<file path="src/rtl/seq_detect_prog.sv">
// Runtime-programmable serial pattern detector with KMP-style fallback,
// overlap/non-overlap matching and a saturating match counter.
module seq_detect_prog #(
  parameter int PAT_W = 8,
  parameter int CNT_W = 8,
  parameter int LEN_W = $clog2(PAT_W + 1)
) (
  input  logic             clk,
  input  logic             reset,
  input  logic             cfg_load,
  input  logic [PAT_W-1:0] cfg_pattern,
  input  logic [LEN_W-1:0] cfg_len,
  input  logic             cfg_overlap,
  input  logic             q_valid,
  input  logic             q,
  input  logic             cnt_clr,
  output logic             out,
  output logic [CNT_W-1:0] match_count,
  output logic [LEN_W-1:0] progress,
  output logic             cfg_err
);

  localparam int IDX_W = (PAT_W > 1) ? $clog2(PAT_W) : 1;

  logic [PAT_W-1:0] pat_q;
  logic [LEN_W-1:0] len_q;
  logic             ovl_q;
  logic [LEN_W-1:0] s_q, s_d;
  logic             out_q;
  logic [CNT_W-1:0] cnt_q, cnt_d, cnt_base;

  logic [PAT_W-1:0] pb;
  logic [LEN_W-1:0] cand, border;
  logic             err, accept, match;

  function automatic logic pbit(input logic [PAT_W-1:0] v, input int idx);
    return (idx >= 0 && idx < PAT_W) ? v[IDX_W'(idx)] : 1'b0;
  endfunction

  assign err    = (len_q == '0) || (int'(len_q) > PAT_W);
  assign accept = q_valid && !err;

  // pb[j] is the j-th bit in arrival order (pattern bit len-1 arrives first)
  always_comb begin : reorder
    pb = '0;
    for (int j = 0; j < PAT_W; j++)
      if (j < int'(len_q)) pb[j] = pbit(pat_q, int'(len_q) - 1 - j);
  end

  // Longest proper border of the active pattern: resume point after an overlapped match
  always_comb begin : border_calc
    logic eq;
    eq     = 1'b0;
    border = '0;
    for (int b = 1; b < PAT_W; b++) begin
      eq = (b < int'(len_q));
      for (int i = 0; i < PAT_W - 1; i++)
        if (i < b) eq = eq && (pb[IDX_W'(i)] == pbit(pb, int'(len_q) - b + i));
      if (eq) border = LEN_W'(b);
    end
  end

  // Candidate prefix length: largest k such that prefix(k) is a suffix of prefix(s)+q
  always_comb begin : cand_calc
    logic ok;
    ok   = 1'b0;
    cand = '0;
    for (int k = 1; k <= PAT_W; k++) begin
      ok = (k <= int'(s_q) + 1) && (k <= int'(len_q)) && (pb[IDX_W'(k - 1)] == q);
      for (int i = 0; i < PAT_W - 1; i++)
        if (i < k - 1) ok = ok && (pb[IDX_W'(i)] == pbit(pb, int'(s_q) - k + 1 + i));
      if (ok) cand = LEN_W'(k);
    end
  end

  assign match = accept && (cand == len_q);

  always_comb begin
    s_d = s_q;
    if (match)       s_d = ovl_q ? border : '0;
    else if (accept) s_d = cand;
  end

  // A clear coinciding with a match restarts the count at one
  always_comb begin
    cnt_base = cnt_clr ? '0 : cnt_q;
    cnt_d    = cnt_q;
    if (match)        cnt_d = (cnt_base == '1) ? cnt_base : cnt_base + 1'b1;
    else if (cnt_clr) cnt_d = '0;
  end

  always_ff @(posedge clk) begin
    if (!reset) begin
      pat_q <= '0;
      len_q <= '0;
      ovl_q <= 1'b0;
      s_q   <= '0;
      out_q <= 1'b0;
      cnt_q <= '0;
    end else if (cfg_load) begin
      pat_q <= cfg_pattern;
      len_q <= cfg_len;
      ovl_q <= cfg_overlap;
      s_q   <= '0;
      out_q <= 1'b0;
      cnt_q <= '0;
    end else begin
      s_q   <= s_d;
      out_q <= match;
      cnt_q <= cnt_d;
    end
  end

  assign out         = out_q;
  assign match_count = cnt_q;
  assign progress    = s_q;
  assign cfg_err     = err;

endmodule

</file>
<file path="config.mk">
export PLATFORM = sky130hd
export DESIGN_NAME = seq_detect_prog
export DESIGN_NICKNAME = d
export VERILOG_FILES = /design/src/rtl/seq_detect_prog.sv
export SDC_FILE = /design/constraint.sdc
export NUM_CORES = 1
export LEC_CHECK = 0
export CORE_MARGIN = 3
export CORE_UTILIZATION = 61
export CTS_BUF_LIST = sky130_fd_sc_hd__clkbuf_8
export DETAILED_ROUTE_END_ITERATION = 10
export PLACE_DENSITY_LB_ADDON = 0.05
export SKIP_CTS_REPAIR_TIMING = 1
export SLEW_MARGIN = 20
export SYNTH_ARGS = -nofsm -noshare
export SYNTH_HDL_FRONTEND = slang
export SYNTH_SLANG_ARGS = --single-unit
</file>
<file path="constraint.sdc">
create_clock -name clk -period 8.26 [get_ports clk]
set_clock_uncertainty 0.1 [all_clocks]
set_input_delay 2.478 -clock clk [delete_from_list [all_inputs] [get_ports clk]]
set_output_delay 2.478 -clock clk [all_outputs]
set_load 0.01 [all_outputs]
</file>
==> summary.md <==
Finish
* 582 — filler cell count in the final layout
* 0 — antenna diode instance count
* 0.00354 mm2 — total area of multi-input combinational cells
* 7.31% — synthesis-to-finish area growth
* 626 — total number of nets in the final design
* 0.00463 mm2 — cell area after layout
* 500 um2 — register cell area after layout
* 0.0816 — proportion of layout cells with a drive suffix above 1

Place
* 31 — total of buffers placed on input and output ports
* 1.09 — weighted congestion reported at the end of routability-driven placement
* 9420 um — placed wire-length estimate after detailed placement
* 0.00458 mm2 — post-placement cell area
* 1930 ps — setup slack after placement

Run status
* finished clean — outcome

Pwr
* 0.550 — share of total power in combinational logic
* 101 mW/mm2 — total power density per cell area
* 0.263 mW — internal power
* 0.290 — sequential share of power
* 0.161 — clock network fraction of design power
* 1.70 nW — static leakage
* 0.204 mW — reported net switching power
* 0.467 mW — Tot Pwr
* 115 uV — maximum vdd ir drop
* 0.437 — Net Sw Frac

Floorplanning
* 90.1 um — vertical extent of the die
* 90.1 um — Die X
* 0.00683 mm2 — Floorplan Core Area
* 30 — row count
* 0.632 — effective utilization at floorplan
* 0.00812 mm2 — Die Outline Area
* 33 — I/O pin total

Global route
* 44 — largest net degree at the start of global routing
* 0.297 — Overall Global Routing Usage
* 20100 um — first-pass GRT wire length
* 4096 — via count of the first global-routing pass
* 0 — initial antenna violation count
* 0 — total global routing overflow

Worst setup path
* sky130_fd_sc_hd__mux2i_1 — most used cell along the critical path
* flip-flop — startpoint class of the critical path
* inv_1 > ha_1 > a21boi_2 > xnor2_2 > mux2i_1 > or4b_1 > a22o_1 > o32ai_1 > mux2i_1 > o2111ai_2 > a32oi_2 > mux2i_4 > o21ai_2 > or4_1 > o211a_1 — critical path, cell by cell
* 8340 ps — Req. time, crit path
* flip-flop to flip-flop — type of the worst setup path
* flip-flop — kind of capture point of the worst setup path
* sky130_fd_sc_hd__dfxtp_1 — Slowest cell on crit path
* 960 ps — maximum cell stage delay along the critical path
* compound AO/OA/AOI/OAI gates — dominant delay contributor by cell family on the critical path
* 6570 ps — data arrival time at the worst-slack endpoint
* 22 — largest driver fanout on the critical path
* 1 — CP Buf/Inv Count

Yosys
* 625 — Post-Syn Nets
* sky130_fd_sc_hd__dfxtp_1 — dominant synthesized flop cell
* 88 — Synth cell types
* 0 — warnings from Yosys
* 0 — count of flip-flops with a built-in enable after synthesis
* 7.49 um2 — average cell area after synthesis
* 0.116 — sequential share of the synthesized area
* 576 — Syn Inst Count
* 0 — share of flip-flops with an asynchronous set or reset after synthesis
* 0.00432 mm2 — Post-Syn Area
* 25 — flip-flop and latch count after synthesis

Timing
* 1770 ps — smallest setup slack after layout
* 0 — Final Hold Vio Count
* 453 ps — hold slack
* 0 ps — final-layout setup total negative slack
* 955 ps — slew at the pin with the worst max-slew slack
* 0.786 — final period utilization
* 6490 ps — post-route minimum period
* no — unrepaired setup endpoints after global routing
* 0.154 GHz — achievable frequency
* 0 — final slew viol count
* 0 — final setup violation count
* 0.362 — Max transition margin

Clock tree
* 100 ps — CTS clock-pin slew for the worst setup and hold paths
* sky130_fd_sc_hd__clkbuf_8 — clock root buffer
* yes — clock tree from TritonCTS
* 2 — Clock Path Buffers
* 3 — TritonCTS Buffers
* 1 — number of H-tree levels
* 25 — clock sink count
* 280 ps — clock latency at the later pin of the worst-skew pair

Detailed routing
* 4524 — overall via count from detail_route
* 6 — first-pass iteration count of the detailed router
* 12600 um — overall routed net length
* 0 — ANT nets after route
* 490 — Starting DRT DRC Count
* 0 — DRC Markers
* 18.7 um — detailed-route wire length per cell
* 6.73 — DR vias/cell

Flow run
* 0 — Max Cap Violations

Hold path
* flip-flop to flip-flop — path class of the lowest-slack min-delay path

[metal layers]
layer  track usage  wire, um
met5             0         0
met2         0.484      5790
met1         0.392      5230
met3        0.0561      1230
met4         0.103       291
[area by class of cell]
class	count	area share
clock inverters	1	0.00108
well taps	96	0.0259
inverters	23	0.0186
clock buffers	3	0.00892
multi-input cells	489	0.764
repair buffers	35	0.0735
flip-flops and latches	25	0.108
[worst reg2reg max path, stage by stage (launching register included)]
cell and delay, ps:
sky130_fd_sc_hd__dfxtp_1 960, sky130_fd_sc_hd__inv_1 500, sky130_fd_sc_hd__ha_1 400, sky130_fd_sc_hd__a21boi_2 230, sky130_fd_sc_hd__xnor2_2 490, sky130_fd_sc_hd__mux2i_1 240, sky130_fd_sc_hd__or4b_1 770, sky130_fd_sc_hd__a22o_1 330
sky130_fd_sc_hd__o32ai_1 340, sky130_fd_sc_hd__mux2i_1 350, sky130_fd_sc_hd__o2111ai_2 160, sky130_fd_sc_hd__a32oi_2 330, sky130_fd_sc_hd__mux2i_4 360, sky130_fd_sc_hd__o21ai_2 190, sky130_fd_sc_hd__or4_1 540, sky130_fd_sc_hd__o211a_1 120
[metrics by stage]
stage / utilization / cells
final: 0.678 / 672
after global routing: 0.678 / 672
after CTS: 0.678 / 672
after detailed placement: 0.671 / 668
after global placement: 0.671 / 668
after floorplan: - / 576
[flip-flops by register name (all words and copies together), names as in the netlist]
register and count:
len_q 4, match_count 8, out 1, ovl_q 1, pat_q 8, progress 3
[cell usage in the layout (no fill, tap or decap), drive strengths merged, types with 7 or more instances in the layout]
cell type,n
nand2,56
nand3,16
a21oi,30
mux4,7
nor2b,26
inv,21
a31oi,11
o22ai,14
clkdlybuf4s50,31
nor2,48
o21ai,23
ha,30
mux2i,33
o211ai,7
mux2,8
nand2b,13
and2,7
dfxtp,25
xnor2,25
nor3,23
[cell usage after synthesis, types with 5 or more instances]
cell type / number / share of area
sky130_fd_sc_hd__nand2_1: 56 / 0.049
sky130_fd_sc_hd__nor2_1: 47 / 0.041
sky130_fd_sc_hd__mux2i_1: 32 / 0.074
sky130_fd_sc_hd__a21oi_1: 30 / 0.035
sky130_fd_sc_hd__ha_1: 30 / 0.087
sky130_fd_sc_hd__nor2b_1: 26 / 0.038
sky130_fd_sc_hd__dfxtp_1: 25 / 0.12
sky130_fd_sc_hd__xnor2_1: 24 / 0.049
sky130_fd_sc_hd__clkbuf_1: 23 / 0.020
sky130_fd_sc_hd__nor3_1: 22 / 0.026
sky130_fd_sc_hd__o21ai_0: 21 / 0.024
sky130_fd_sc_hd__inv_1: 20 / 0.017
sky130_fd_sc_hd__nand3_1: 16 / 0.019
sky130_fd_sc_hd__o22ai_1: 14 / 0.020
sky130_fd_sc_hd__nand2b_1: 13 / 0.019
sky130_fd_sc_hd__a31oi_1: 11 / 0.016
sky130_fd_sc_hd__mux2_2: 8 / 0.021
sky130_fd_sc_hd__o211ai_1: 7 / 0.012
sky130_fd_sc_hd__a221oi_1: 6 / 0.012
sky130_fd_sc_hd__and2_1: 6 / 0.0087
sky130_fd_sc_hd__buf_2: 6 / 0.0070
sky130_fd_sc_hd__mux4_2: 6 / 0.031
sky130_fd_sc_hd__or2_2: 6 / 0.0087
sky130_fd_sc_hd__and3_1: 5 / 0.0072
sky130_fd_sc_hd__nand4_1: 5 / 0.0072
[worst paths after layout]
| check | cells after the start | from | slack, ps | end |
|---|---|---|---|---|
| hold / removal | 1 | match_count[6]$_SDFF_PP0_ | 450 | match_count[6]$_SDFF_PP0_ |
| setup / recovery | 15 | len_q[2]$_SDFFE_PN0P_ | 1770 | match_count[6]$_SDFF_PP0_ |
| hold reg to reg | 1 | match_count[6]$_SDFF_PP0_ | 450 | match_count[6]$_SDFF_PP0_ |
| setup reg to reg | 15 | len_q[2]$_SDFFE_PN0P_ | 1770 | match_count[6]$_SDFF_PP0_ |
[cell families (layout without fill, tap and decap cells)]
group | Yosys count | in the layout | share of synthesized area
and+or+nand+nor | 231 | 231 | 0.282
AOI/OAI and AO/OA | 150 | 150 | 0.247
xor gates and xnor gates | 29 | 29 | 0.0649
buffers and inverters | 62 | 62 | 0.0644
adders and majority gates | 30 | 30 | 0.0870
DFF | 25 | 25 | 0.116
muxes | 48 | 48 | 0.138
other | 1 | 1 | 0.000869
[power by group through the flow]
stage / clock, mW / sequential (mW) / combinational, mW
final: 0.0751 / 0.135 / 0.257
after global routing: 0.0807 / 0.136 / 0.276
after CTS: 0.0757 / 0.135 / 0.250
after detailed placement: 0 / 0.138 / 0.249
after global placement: 0 / 0.138 / 0.245
after floorplan: 0 / 0.132 / 0.198
Power figures use the tool's default switching activity.
